===== config.mk =====
export PLATFORM = sky130hd
export DESIGN_NAME = dcache_controller
export DESIGN_NICKNAME = d
export VERILOG_FILES = /design/src/rtl/dcache_controller.sv
export SDC_FILE = /design/constraint.sdc
export NUM_CORES = 2
export LEC_CHECK = 0
export CORE_AREA = 2 2 473 475
export CTS_BUF_LIST = sky130_fd_sc_hd__clkbuf_4 sky130_fd_sc_hd__clkbuf_8
export DETAILED_ROUTE_END_ITERATION = 7
export DIE_AREA = 0 0 475 477
export GPL_TIMING_DRIVEN = 0
export PLACE_DENSITY_LB_ADDON = 0.25
export RECOVER_POWER = 100
export SLEW_MARGIN = 10
export SYNTH_ARGS = -nofsm -noshare
export SYNTH_HDL_FRONTEND = slang
export SYNTH_SLANG_ARGS = --single-unit

===== constraint.sdc =====
create_clock -name clk_i -period 24.1 [get_ports clk_i]
set_input_delay 4.82 -clock clk_i [delete_from_list [all_inputs] [get_ports clk_i]]
set_output_delay 4.82 -clock clk_i [all_outputs]
set_load 0.03 [all_outputs]

===== src/rtl/dcache_controller.sv =====
// dcache_controller: write-back, write-allocate L1 data-cache controller.
// Sits between the CPU load/store port, a 2-way SRAM array (16 sets, 256-bit lines) and a
// 256-bit line-wide memory port. Hits complete in the lookup cycle. A miss runs
// victim write-back (if dirty), then line fill, then the CPU retry hits.
//
// Ports:
//   clk_i, rst_i               clock, asynchronous active-high reset
//   cpu_req_i/write_i/addr_i   CPU request, store flag, word-aligned byte address
//   cpu_data_i/o, cpu_stall_o  store data, load data, hold-request indication
//   sram_enable_o/write_o      SRAM lookup enable, write strobe
//   sram_addr_o/tag_o/data_o   set index, {valid, dirty, tag}, line to write
//   sram_hit_i/tag_i/data_i    lookup result (hit way, or LRU victim on miss)
//   mem_enable_o/write_o       memory request, 1 = write line / 0 = read line
//   mem_addr_o/data_o/data_i   line-aligned address, write-back line, fill line
//   mem_ack_i                  one-cycle completion pulse
//
// Optional build macro: DCACHE_PERF_CNT_EN adds saturating hit_cnt_o / miss_cnt_o.

module dcache_controller #(
    parameter int unsigned INDEX_W = 4,
    parameter int unsigned TAG_W   = 23,
    parameter int unsigned LINE_W  = 256
) (
    input  logic               clk_i,
    input  logic               rst_i,
    input  logic               cpu_req_i,
    input  logic               cpu_write_i,
    input  logic [31:0]        cpu_addr_i,
    input  logic [31:0]        cpu_data_i,
    output logic [31:0]        cpu_data_o,
    output logic               cpu_stall_o,
    output logic               sram_enable_o,
    output logic               sram_write_o,
    output logic [INDEX_W-1:0] sram_addr_o,
    output logic [TAG_W+1:0]   sram_tag_o,
    output logic [LINE_W-1:0]  sram_data_o,
    input  logic               sram_hit_i,
    input  logic [TAG_W+1:0]   sram_tag_i,
    input  logic [LINE_W-1:0]  sram_data_i,
    output logic               mem_enable_o,
    output logic               mem_write_o,
    output logic [31:0]        mem_addr_o,
    output logic [LINE_W-1:0]  mem_data_o,
    input  logic [LINE_W-1:0]  mem_data_i,
`ifdef DCACHE_PERF_CNT_EN
    output logic [31:0]        hit_cnt_o,
    output logic [31:0]        miss_cnt_o,
`endif
    input  logic               mem_ack_i
);

    typedef enum logic [1:0] {StIdle, StWriteback, StAllocate, StFill} state_e;

    state_e              state_q, state_d;
    logic [TAG_W-1:0]    vtag_q, ctag_q;
    logic [INDEX_W-1:0]  cidx_q;
    logic [2:0]          cword_q;
    logic                cwrite_q;
    logic [31:0]         cdata_q;
    logic [LINE_W-1:0]   vline_q, fill_q;

    logic [TAG_W-1:0]    cpu_tag;
    logic [INDEX_W-1:0]  cpu_idx;
    logic [2:0]          cpu_word;
    logic                miss_det;
    logic [LINE_W-1:0]   line;
    logic                unused_addr;

    assign cpu_tag     = cpu_addr_i[31 -: TAG_W];
    assign cpu_idx     = cpu_addr_i[5 +: INDEX_W];
    assign cpu_word    = cpu_addr_i[4:2];
    assign unused_addr = ^cpu_addr_i[1:0];

    assign sram_addr_o   = cpu_idx;
    assign sram_enable_o = cpu_req_i | (state_q != StIdle);
    assign cpu_stall_o   = cpu_req_i & (~sram_hit_i | (state_q != StIdle));
    assign miss_det      = (state_q == StIdle) & cpu_req_i & ~sram_hit_i;

    always_comb begin
        state_d      = state_q;
        cpu_data_o   = '0;
        sram_write_o = 1'b0;
        sram_tag_o   = '0;
        sram_data_o  = '0;
        mem_enable_o = 1'b0;
        mem_write_o  = 1'b0;
        mem_addr_o   = '0;
        mem_data_o   = '0;
        line         = '0;
        // Outputs are forced quiet while reset is held, even though IDLE hits would drive them.
        if (!rst_i) begin
            unique case (state_q)
                StIdle: begin
                    if (cpu_req_i && sram_hit_i) begin
                        if (cpu_write_i) begin
                            line                      = sram_data_i;
                            line[{cpu_word, 5'b0} +: 32] = cpu_data_i;
                            sram_write_o              = 1'b1;
                            sram_data_o               = line;
                            sram_tag_o                = {2'b11, cpu_tag};
                        end else begin
                            cpu_data_o = sram_data_i[{cpu_word, 5'b0} +: 32];
                        end
                    end else if (cpu_req_i) begin
                        // Only a valid and dirty victim needs to go back to memory.
                        state_d = (sram_tag_i[TAG_W+1] && sram_tag_i[TAG_W]) ? StWriteback
                                                                             : StAllocate;
                    end
                end
                StWriteback: begin
                    mem_enable_o = 1'b1;
                    mem_write_o  = 1'b1;
                    mem_addr_o   = {vtag_q, cidx_q, 5'b0};
                    mem_data_o   = vline_q;
                    if (mem_ack_i) state_d = StAllocate;
                end
                StAllocate: begin
                    mem_enable_o = 1'b1;
                    mem_addr_o   = {ctag_q, cidx_q, 5'b0};
                    if (mem_ack_i) state_d = StFill;
                end
                StFill: begin
                    line = fill_q;
                    if (cwrite_q) line[{cword_q, 5'b0} +: 32] = cdata_q;
                    sram_write_o = 1'b1;
                    sram_data_o  = line;
                    sram_tag_o   = {1'b1, cwrite_q, ctag_q};
                    state_d      = StIdle;
                end
                default: state_d = StIdle;
            endcase
        end
    end

    always_ff @(posedge clk_i or posedge rst_i) begin
        if (rst_i) begin
            state_q  <= StIdle;
            vtag_q   <= '0;
            vline_q  <= '0;
            ctag_q   <= '0;
            cidx_q   <= '0;
            cword_q  <= '0;
            cwrite_q <= 1'b0;
            cdata_q  <= '0;
            fill_q   <= '0;
        end else begin
            state_q <= state_d;
            if (miss_det) begin
                vtag_q   <= sram_tag_i[TAG_W-1:0];
                vline_q  <= sram_data_i;
                ctag_q   <= cpu_tag;
                cidx_q   <= cpu_idx;
                cword_q  <= cpu_word;
                cwrite_q <= cpu_write_i;
                cdata_q  <= cpu_data_i;
            end
            if (state_q == StAllocate && mem_ack_i) fill_q <= mem_data_i;
        end
    end

`ifdef DCACHE_PERF_CNT_EN
    logic        retry_q;
    logic [31:0] hit_cnt_q, miss_cnt_q;
    logic        hit_det;

    // The retry right after FILL is the completion of a counted miss, not a new hit.
    assign hit_det = (state_q == StIdle) & cpu_req_i & sram_hit_i & ~retry_q;

    always_ff @(posedge clk_i or posedge rst_i) begin
        if (rst_i) begin
            retry_q    <= 1'b0;
            hit_cnt_q  <= '0;
            miss_cnt_q <= '0;
        end else begin
            retry_q <= (state_q == StFill);
            if (hit_det && hit_cnt_q != 32'hFFFF_FFFF) hit_cnt_q <= hit_cnt_q + 32'd1;
            if (miss_det && miss_cnt_q != 32'hFFFF_FFFF) miss_cnt_q <= miss_cnt_q + 32'd1;
        end
    end

    assign hit_cnt_o  = hit_cnt_q;
    assign miss_cnt_o = miss_cnt_q;
`endif

endmodule


==> flow_summary.toml <==
[clocking]
path_clk_slew_ns = 0.05
clk_path_buf_depth = 3
cts_tree = "built"
cts_num_sinks = 600
post_cts_buffers = 0
cts_resized = 0
insertion_delay_ns = 0.90
root_buffer = "clkbuf_8"
cts-hold-fix-buffers = 0
htreeDepth = 4
numCtsBuffers = 140

[synthesis]
yosys_warnings = 0
synth_edf_count = 0
synth.distinct_cells = 43
syn_area_per_cell_um2 = 11.5
synthArstFlopShare = 1.00
synth-seq-cells = 600
synth_flop_cell = "dfrtp_1"
postSynthCellCount = 3013
synth_seq_area_share = 0.433
synth_area_um2 = 34700

[route]
vias = 34300
finalWirelength_mm = 305
wl_met2_mm = 144
met1_length_mm = 122
top_layer = "met5"
drcViolationCount = 0
dr_wl_met3_mm = 27.5
drt-initial-drc-count = 2938
drtAntennaViolNets = 0
wl_per_cell_um = 40.5
first_pass_iters = 5
via_per_inst = 4.55

[placed_design]
dp_hpwl_mm = 240
place_congestion = 0.892
placed_cell_area_um2 = 51300
portBuffers = 1208
dp_slack_ns = 8.00
dp.cells = 7231

[finish]
design_area_um2 = 54100
stdcell_count = 7531
syn_to_final_growth_pct = 56.0
drive_gt1_frac = 0.222
nNetsFinal = 5019

[die]
rows = 173
core-area_um2 = 221000
fp.dieH_um = 477
io_pins = 1217
die-area_um2 = 227000
start_util = 0.157
die_w_um = 475

[sta]
relSlewSlack = -0.427
fin_crit_sh = 0.735
rsz0062_at_grt = "no"
slew_viol_final = 862
worstMarginPinSlew_ns = 2.14
hold_viol = 0
timing.fmax_mhz = 56.5
clock_skew_ns = 0.0580
period_needed_ns = 17.71
postLayoutSetupSlackWorst_ns = 6.39
setup_tns_ns = 0
finalSetupViolCount = 0

[power]
leakagePower_uw = 0.0237
fin_total_pwr_uw = 5930
max-vdd-ir-drop_mv = 0.0597
cellPowerDensity_nw_per_um2 = 110

[global_routing]
grt_pass1_wl_mm = 383
grt_remaining_overflow = 0
grt_pass1_vias = 35400
grt_use_total = 0.261
antenna_found_initial = 92
grt_max_degree = 35

[setup_path]
cp.required_ns = 19.28
setup.worst_path.start_class = "input pin"
path_max_fanout = 10
cp_data_arrival_time_ns = 12.89
path_class = "input pin to output pin"
crit_path_end_kind = "output pin"

[outcome]
run_status = "complete, but fails checks"
violations = "max-capacitance violations, max-slew violations"

[hold_path]
hold_class = "flip-flop to flip-flop"

[flow_run]
maxCapViolations = 51
state kept, by name, summed over array words and instances, names as in the netlist:
register,flops
cdata_q,32
cidx_q,4
ctag_q,23
cword_q,3
cwrite_q,1
fill_q,256
state_q,2
vline_q,256
vtag_q,23
power breakdown:
group          internal, µW  switching [µW]  total (µW)
clock network           834             594        1430
registers              1520             271        1790
logic                  1030            1680        2710
worst paths after layout:
path                          startpoint               end  slack, ns  depth (start not counted)
min in group asynchronous          rst_i        ctag_q[12]       4.80                          2
max                        cpu_addr_i[3]  sram_data_o[172]       6.39                         11
max in group asynchronous          rst_i      vline_q[211]       9.55                          9
min reg2reg                  vline_q[37]       vline_q[37]       0.49                          1
max reg2reg                   state_q[0]        vline_q[4]      18.98                          8
min                          vline_q[37]       vline_q[37]       0.49                          1
worst max-delay path, cell delays in order:
cell and delay [ns]:
clkdlybuf4s50_1 0.68, clkbuf_1 1.22, clkbuf_1 1.20, inv_1 0.29
ha_1 0.32, ha_1 0.43, inv_1 0.15, a31oi_1 1.13
clkbuf_1 1.22, a221o_1 0.41, dlygate4sd3_1 0.97
cell usage after synthesis (all sizes together), types with 3 or more instances:
library cell / count / area share
nor4: 3 / 0.0011
or3: 3 / 0.00068
ha: 13 / 0.0047
nor3b: 3 / 0.00065
nand3: 65 / 0.0094
o22ai: 192 / 0.035
o21ai: 69 / 0.0099
a221o: 64 / 0.018
mux4: 64 / 0.042
nand2b: 6 / 0.0011
dfrtp: 600 / 0.43
mux2: 596 / 0.19
clkbuf: 243 / 0.026
buf: 76 / 0.012
and3: 4 / 0.00072
a22oi: 46 / 0.0099
inv: 11 / 0.0012
a21oi: 96 / 0.014
nand2: 73 / 0.0080
and2: 325 / 0.059
nor2: 56 / 0.0061
mux2i: 385 / 0.11
kinds of logic (layout without fill, tap and decap cells):
family	after synthesis	after routing	share of synthesized area
AND/OR/NAND/NOR	550	550	0.0889
other	1	54	0.000108
flip-flops	600	600	0.433
buffers and inverters	331	1821	0.0397
adder cells (fa/ha/maj)	13	13	0.00469
AO/OA/AOI/OAI	473	473	0.0881
multiplexers	1045	1045	0.346
area by class of cell:
| type | instances | area [µm²] |
|---|---|---|
| diodes | 49 | 123 |
| plain buffers | 319 | 1350 |
| clock buffers | 215 | 2750 |
| clock inverters | 35 | 473 |
| fillers | 23800 | 167000 |
| inverters | 12 | 46.3 |
| multi-input cells | 2086 | 18300 |
| flip-flops and latches | 600 | 15000 |
| well taps | 2975 | 3720 |
| repair buffers | 1240 | 12300 |
layer usage:
| metal | GRT usage | vias to the layer above |
|---|---|---|
| met4 | 0.0990 | 12 |
| met2 | 0.431 | 2012 |
| met5 | 0 | - |
| met1 | 0.314 | 17900 |
| li1 | - | 13900 |
| met3 | 0.0860 | 479 |
placed cells by master, fill, tap and decap left out, types with 15 or more instances in the layout:
cell             instances
dfrtp_1                600
mux2_2                 596
o21ai_0                 69
a221o_1                 64
clkinv_2                15
nor2_1                  56
a21oi_1                 96
buf_2                   35
nand3_1                 65
clkbuf_1               263
dlygate4sd3_1          580
clkbuf_8               181
diode_2                 49
clkbuf_2                24
nand2_1                 72
and2_1                 324
mux2i_1                385
o22ai_1                192
mux4_2                  64
a22oi_1                 46
clkbuf_4                34
clkdlybuf4s50_1        628
metrics by stage:
stage                util  hold WS, ns
finish              0.244        0.492
global route        0.244        0.505
CTS                 0.246        0.497
detailed placement  0.232        0.485
global placement    0.228        0.479
floorplan               -        0.470
Power figures use the tool's default switching activity.
